[config.mk]
export PLATFORM = sky130hd
export DESIGN_NAME = baccarat_fsm_flat
export DESIGN_NICKNAME = d
export VERILOG_FILES = /design/src/rtl/baccarat_pkg.sv /design/src/rtl/baccarat_fsm_if.sv /design/src/rtl/baccarat_banker_rule.sv /design/src/rtl/baccarat_fsm.sv /design/src/flat_wrapper.sv
export SDC_FILE = /design/constraint.sdc
export NUM_CORES = 1
export LEC_CHECK = 0
export ABC_AREA = 1
export CAP_MARGIN = 25
export CELL_PAD_IN_SITES_DETAIL_PLACEMENT = 1
export CELL_PAD_IN_SITES_GLOBAL_PLACEMENT = 1
export CORE_UTILIZATION = 30
export CTS_BUF_LIST = sky130_fd_sc_hd__clkbuf_16
export DETAILED_ROUTE_END_ITERATION = 12
export PLACE_DENSITY_LB_ADDON = 0.1
export SYNTH_ARGS = -nofsm -noshare
export SYNTH_HDL_FRONTEND = slang
export SYNTH_HIERARCHICAL = 1
export SYNTH_SLANG_ARGS = --single-unit
[constraint.sdc]
create_clock -name slow_clock -period 1.8 [get_ports slow_clock]
set_input_delay 0.54 -clock slow_clock [delete_from_list [all_inputs] [get_ports slow_clock]]
set_output_delay 0.54 -clock slow_clock [all_outputs]
set_load 0.01 [all_outputs]
[src/rtl/baccarat_pkg.sv]
// Shared types and helpers for the baccarat round controller.
// Optional feature macro: BACCARAT_AUTO_ROUND_EN (see baccarat_fsm.sv).
package baccarat_pkg;

  typedef enum logic [2:0] {
    IDLE = 3'd0,
    P1   = 3'd1,
    D1   = 3'd2,
    P2   = 3'd3,
    D2   = 3'd4,
    P3   = 3'd5,
    D3   = 3'd6,
    DONE = 3'd7
  } state_t;

  // Two-card totals at or above this end the round immediately.
  localparam int NATURAL_MIN      = 8;
  // Player stands on this total or higher; banker draw threshold when player stands.
  localparam int PLAYER_STAND_MIN = 6;

  // Baccarat point value of a raw card: 10/J/Q/K count as 0, A..9 at face value.
  function automatic logic [3:0] card_value(input logic [7:0] raw);
    return (raw >= 8'd10) ? 4'd0 : raw[3:0];
  endfunction

endpackage

[src/rtl/baccarat_fsm_if.sv]
// Controller <-> card datapath bundle: load strobes, score read-back and win lights.
// master = round controller, slave = card datapath.
interface baccarat_fsm_if #(
  parameter int CARD_W  = 4,
  parameter int SCORE_W = 4
);
  logic [SCORE_W-1:0] pscore;
  logic [SCORE_W-1:0] dscore;
  logic [CARD_W-1:0]  pcard3;
  logic               load_pcard1;
  logic               load_pcard2;
  logic               load_pcard3;
  logic               load_dcard1;
  logic               load_dcard2;
  logic               load_dcard3;
  logic               player_win_light;
  logic               dealer_win_light;
  logic               new_round;

  modport master (
    input  pscore, dscore, pcard3,
    output load_pcard1, load_pcard2, load_pcard3,
    output load_dcard1, load_dcard2, load_dcard3,
    output player_win_light, dealer_win_light, new_round
  );

  modport slave (
    output pscore, dscore, pcard3,
    input  load_pcard1, load_pcard2, load_pcard3,
    input  load_dcard1, load_dcard2, load_dcard3,
    input  player_win_light, dealer_win_light, new_round
  );
endinterface

[src/rtl/baccarat_banker_rule.sv]
// Banker third-card rule: given the banker two-card total and the point value
// of the player's third card, decide whether the banker draws.
module baccarat_banker_rule #(
  parameter int SCORE_W = 4
) (
  input  logic [SCORE_W-1:0] dscore,
  input  logic [3:0]         v,
  output logic               draw
);

  // Drawing table indexed by banker total, qualified by player third-card value.
  always_comb begin
    draw = 1'b0;
    if (dscore <= SCORE_W'(2))
      draw = 1'b1;
    else if (dscore == SCORE_W'(3))
      draw = (v != 4'd8);
    else if (dscore == SCORE_W'(4))
      draw = (v >= 4'd2) && (v <= 4'd7);
    else if (dscore == SCORE_W'(5))
      draw = (v >= 4'd4) && (v <= 4'd7);
    else if (dscore == SCORE_W'(6))
      draw = (v >= 4'd6) && (v <= 4'd7);
  end

endmodule

[src/rtl/baccarat_fsm.sv]
// Baccarat round controller: sequences card loads into the datapath, applies
// the third-card rules and lights the winner outputs. One card per slow_clock.
// Optional feature macro: BACCARAT_AUTO_ROUND_EN -- after DONE_HOLD cycles in
// DONE, pulse new_round for one cycle and restart; otherwise DONE is terminal.
module baccarat_fsm
  import baccarat_pkg::*;
#(
  parameter int CARD_W    = 4,
  parameter int SCORE_W   = 4,
  parameter int DONE_HOLD = 8
) (
  input  logic           slow_clock,
  input  logic           reset,
  baccarat_fsm_if.master bus
);

  state_t     state;
  state_t     state_next;
  logic [3:0] pcard3_value;
  logic       banker_draws;
  logic       release_next;
  logic       lights_next;

  assign pcard3_value = card_value(8'(bus.pcard3));

  baccarat_banker_rule #(.SCORE_W(SCORE_W)) u_banker_rule (
    .dscore (bus.dscore),
    .v      (pcard3_value),
    .draw   (banker_draws)
  );

`ifdef BACCARAT_AUTO_ROUND_EN
  localparam int HOLD_W = (DONE_HOLD < 1) ? 1 : $clog2(DONE_HOLD + 1);

  logic [HOLD_W-1:0] hold_cnt;
  logic [HOLD_W-1:0] hold_next;

  // Hold counter runs only while staying in DONE; any other path clears it.
  always_comb begin
    hold_next = '0;
    if (state == DONE && state_next == DONE)
      hold_next = hold_cnt + HOLD_W'(1);
    release_next = (state_next == DONE) && (hold_next == HOLD_W'(DONE_HOLD));
  end
`else
  assign release_next = 1'b0;
`endif

  // Next-state decision from scores sampled at the edge leaving each strobe state.
  always_comb begin
    state_next = state;
    case (state)
      IDLE: state_next = P1;
      P1:   state_next = D1;
      D1:   state_next = P2;
      P2:   state_next = D2;
      D2: begin
        if (bus.pscore >= SCORE_W'(NATURAL_MIN) || bus.dscore >= SCORE_W'(NATURAL_MIN))
          state_next = DONE;
        else if (bus.pscore < SCORE_W'(PLAYER_STAND_MIN))
          state_next = P3;
        else if (bus.dscore < SCORE_W'(PLAYER_STAND_MIN))
          state_next = D3;
        else
          state_next = DONE;
      end
      P3:   state_next = banker_draws ? D3 : DONE;
      D3:   state_next = DONE;
      DONE: begin
`ifdef BACCARAT_AUTO_ROUND_EN
        state_next = (hold_cnt == HOLD_W'(DONE_HOLD)) ? IDLE : DONE;
`else
        state_next = DONE;
`endif
      end
      default: state_next = IDLE;
    endcase
  end

  // Lights are off during the new_round cycle even though the state is still DONE.
  assign lights_next = (state_next == DONE) && !release_next;

  // State register with outputs registered from the next-state decode.
  always_ff @(posedge slow_clock) begin
    if (reset) begin
      state                <= IDLE;
      bus.load_pcard1      <= 1'b0;
      bus.load_dcard1      <= 1'b0;
      bus.load_pcard2      <= 1'b0;
      bus.load_dcard2      <= 1'b0;
      bus.load_pcard3      <= 1'b0;
      bus.load_dcard3      <= 1'b0;
      bus.player_win_light <= 1'b0;
      bus.dealer_win_light <= 1'b0;
      bus.new_round        <= 1'b0;
`ifdef BACCARAT_AUTO_ROUND_EN
      hold_cnt             <= '0;
`endif
    end else begin
      state                <= state_next;
      bus.load_pcard1      <= (state_next == P1);
      bus.load_dcard1      <= (state_next == D1);
      bus.load_pcard2      <= (state_next == P2);
      bus.load_dcard2      <= (state_next == D2);
      bus.load_pcard3      <= (state_next == P3);
      bus.load_dcard3      <= (state_next == D3);
      bus.player_win_light <= lights_next && (bus.pscore >= bus.dscore);
      bus.dealer_win_light <= lights_next && (bus.dscore >= bus.pscore);
      bus.new_round        <= release_next;
`ifdef BACCARAT_AUTO_ROUND_EN
      hold_cnt             <= hold_next;
`endif
    end
  end

endmodule
[src/flat_wrapper.sv]
// flat-port wrapper written by rule: the top's interface ports become plain ports
module baccarat_fsm_flat import baccarat_pkg::*;
#(
  parameter int CARD_W    = 4,
  parameter int SCORE_W   = 4,
  parameter int DONE_HOLD = 8
)
  (slow_clock, reset, bus_pscore, bus_dscore, bus_pcard3, bus_load_pcard1, bus_load_pcard2, bus_load_pcard3, bus_load_dcard1, bus_load_dcard2, bus_load_dcard3, bus_player_win_light, bus_dealer_win_light, bus_new_round);
  baccarat_fsm_if #(.CARD_W(CARD_W), .SCORE_W(SCORE_W)) bus_i ();
  input  logic slow_clock;
  input  logic reset;
  input wire logic [$bits(bus_i.pscore)-1:0] bus_pscore;
  input wire logic [$bits(bus_i.dscore)-1:0] bus_dscore;
  input wire logic [$bits(bus_i.pcard3)-1:0] bus_pcard3;
  output wire logic [$bits(bus_i.load_pcard1)-1:0] bus_load_pcard1;
  output wire logic [$bits(bus_i.load_pcard2)-1:0] bus_load_pcard2;
  output wire logic [$bits(bus_i.load_pcard3)-1:0] bus_load_pcard3;
  output wire logic [$bits(bus_i.load_dcard1)-1:0] bus_load_dcard1;
  output wire logic [$bits(bus_i.load_dcard2)-1:0] bus_load_dcard2;
  output wire logic [$bits(bus_i.load_dcard3)-1:0] bus_load_dcard3;
  output wire logic [$bits(bus_i.player_win_light)-1:0] bus_player_win_light;
  output wire logic [$bits(bus_i.dealer_win_light)-1:0] bus_dealer_win_light;
  output wire logic [$bits(bus_i.new_round)-1:0] bus_new_round;
  assign bus_i.pscore = bus_pscore;
  assign bus_i.dscore = bus_dscore;
  assign bus_i.pcard3 = bus_pcard3;
  assign bus_load_pcard1 = bus_i.load_pcard1;
  assign bus_load_pcard2 = bus_i.load_pcard2;
  assign bus_load_pcard3 = bus_i.load_pcard3;
  assign bus_load_dcard1 = bus_i.load_dcard1;
  assign bus_load_dcard2 = bus_i.load_dcard2;
  assign bus_load_dcard3 = bus_i.load_dcard3;
  assign bus_player_win_light = bus_i.player_win_light;
  assign bus_dealer_win_light = bus_i.dealer_win_light;
  assign bus_new_round = bus_i.new_round;
  baccarat_fsm #(.CARD_W(CARD_W), .SCORE_W(SCORE_W), .DONE_HOLD(DONE_HOLD)) u_core (.slow_clock(slow_clock), .reset(reset), .bus(bus_i));
endmodule
==> results of run 1 <==
==> registers in the layout, summed over array words and instances, names as in the netlist <==
name,count
u_core/bus.dealer_win_light,1
u_core/bus.load_dcard1,1
u_core/bus.load_dcard2,1
u_core/bus.load_dcard3,1
u_core/bus.load_pcard1,1
u_core/bus.load_pcard2,1
u_core/bus.load_pcard3,1
u_core/bus.player_win_light,1
u_core/state,3
==> worst max-delay path, cell delays in order <==
cell,delay [ns]
clkdlybuf4s50_1,0.48
inv_1,0.05
ha_1,0.30
a21oi_1,0.19
nand2_1,0.07
nand2_1,0.05
nand2_1,0.05
nor2_1,0.10
==> power by group <==
group | switching, mW | total [mW] | internal, mW | leakage [nW]
combinational | 0.0907 | 0.174 | 0.0829 | 0.390
sequential | 0.0147 | 0.275 | 0.260 | 0.0900
clock | 0.105 | 0.396 | 0.291 | 0.0423
total | 0.210 | 0.844 | 0.634 | 0.522
==> cell type report <==
cell class / count / area, sq um
clock buffer: 3 / 75.1
clock inverter: 1 / 3.75
fill: 267 / 1010
inverter: 22 / 83.8
multi-input combinational: 64 / 375
sequential: 11 / 220
tap: 27 / 33.8
timing repair buffer: 26 / 243
==> path summary, 6_finish.rpt <==
kind	to	slack [ns]	cells past startpoint
worst max register to register	u_core/bus.load_dcard3$_SDFF_PP0_	0.61	6
worst min register to register	u_core/bus.load_pcard2$_SDFF_PP0_	0.54	2
worst min-delay path	u_core/bus.load_pcard2$_SDFF_PP0_	0.54	2
worst max-delay path	u_core/bus.player_win_light$_SDFF_PP0_	0.14	8
==> per-layer routing <==
metal | vias up | wire, um
li1 | 351 | -
met3 | 4 | 107
met5 | - | 0
met4 | 0 | 32
met1 | 312 | 670
met2 | 19 | 837
==> cell families (layout without fill, tap and decap cells) <==
logic type | Yosys count | in the layout
and+or+nand+nor | 54 | 54
DFF | 11 | 11
buffers and inverters | 24 | 52
adders and majority gates | 4 | 4
AOI/OAI and AO/OA | 5 | 5
other | 1 | 1
==> per-stage QoR <==
step | utilization | area (sq um) | cells
2_1_floorplan | - | 677 | 99
3_3_place_gp | 0.460 | 940 | 150
3_5_place_dp | 0.460 | 940 | 150
4_1_cts | 0.498 | 1020 | 154
5_1_grt | 0.507 | 1030 | 154
6_report | 0.507 | 1030 | 154
==> synth_stat cells (all sizes together) <==
cell type / n
nand4: 1
conb: 1
clkinv: 1
nand3: 6
and2: 1
inv: 21
o21ai: 2
dfxtp: 11
nor3: 1
nor4: 3
ha: 4
nand2: 25
buf: 2
a21oi: 3
nor3b: 1
nor2: 16
==> what timing repair did <==
| action | 4_1_cts | 5_1_grt |
|---|---|---|
| pin swaps | 2 | 9 |
| setup endpoints to repair | 5 | 5 |
| resized for setup | 5 | 17 |
==> reports/metrics.yaml, run 1 <==
hold_class: "flop to flop"
die-width_um: 49.5
synth_compound_area_frac: 0.0481
cp_max_fo: 2
finalHoldViolations: 0
gp_congestion: 0.716
boundaryPins: 23
clock.fmax_ghz: 0.603
grt_max_degree: 9
rsz0062_at_grt: "false"
wirelength_um: 1650
drc: 0
max-vdd-ir-drop_mv: 0.914
synth_area_leaders: "dfxtp_1, nand2_1, inv_1"
cp_data_arrival_time_ns: 1.83
synth-simple-area-share: 0.396
yosysTopAreaCell: "dfxtp_1"
drv_cap: 0
synthXorXnorAreaFrac: 0
grt_pass1_vias: 739
gr-usage-met2: 0.304
cts_tree: "done"
drtIter0Drc: 6
drive_above_1_share: 0.252
die_h_um: 49.5
power_density_mw_per_mm2: 816
grt_pass1_wl_um: 3030
cts.path.max_buffers: 2
synth_cells: 99
antenna_found_initial: 0
hold_buffers: 0
cp.required_ns: 1.97
syn-num-nets: 117
end_kind: "flop"
critical_path_class: "input pin to flop"
crit_path_start_kind: "input pin"
final_antenna_net_count: 0
dieArea_sq_mm: 0.00245
synth_adder_area_share: 0.0739
initial_core_util: 0.331
grt_overflow: 0
dr.pass1.iters: 2
use_met3: 0.0679
status: "complete, no violations"
crit_path_start: "bus_pscore[3]"
final_common_cell: "nand2_1"
routed_via_density: 4.45
antennaDiodeCount: 0
insertion_delay_ns: 0.24
cts_sinks: 11
path_clk_slew_ns: 0.04
setup_viol: 0
hold_start: "u_core/state[1]$_SDFF_PP0_"
fin_ws_ns: 0.141
finalCritPeriodShare: 0.922
clock_skew_ns: 0.00138
power_mw: 0.844
r2r-start: "u_core/state[2]$_SDFF_PP0_"
root_buffer: "clkbuf_16"
coreArea_sq_mm: 0.00204
muxShareOfSynthArea: 0
grt_usage: 0.169
syn_area_per_cell_sq_um: 6.84
h-tree-depth: 1
post_cts_buffers: 0
busiest_layer: "met2"
synth_top_family_by_area: "simple AND/OR/NAND/NOR gates"
nNetsFinal: 146
wire_per_inst_um: 10.7
place_worst_setup_slack_ns: -0.462
synth_warnings: 6
p_leak_nw: 0.522
min_period_ns: 1.66
layout_common_cells: "nand2_1, inv_1, clkdlybuf4s50_1"
setup_tns_ns: 0
synth_area_sq_um: 677
synth_top_area_frac: 0.325
num_vias: 686
dp_hpwl_um: 1290
grtUsageMet1: 0.167
drv_slew: 0
cts_made_buffers: 3
ys_seq_elements: 11
synth.distinct_cells: 24
whs_ns: 0.539
ys_seq_area_frac: 0.325
area_delta_synth_final_pct: 52.9
fp-row-count: 16
io_buffers: 21
Note: power is estimated with default switching activity, not from simulation.
==> inputs of run 2 (changes only) <==
- CTS_CLUSTER_DIAMETER: not set -> 150
==> results of run 2 <==
Final layout, timing and power as in run 1 (identical DEF).
==> inputs of run 3 (changes only) <==
- CAP_MARGIN: 25 -> 20
==> results of run 3 <==
Final layout, timing and power as in run 1 (identical DEF).
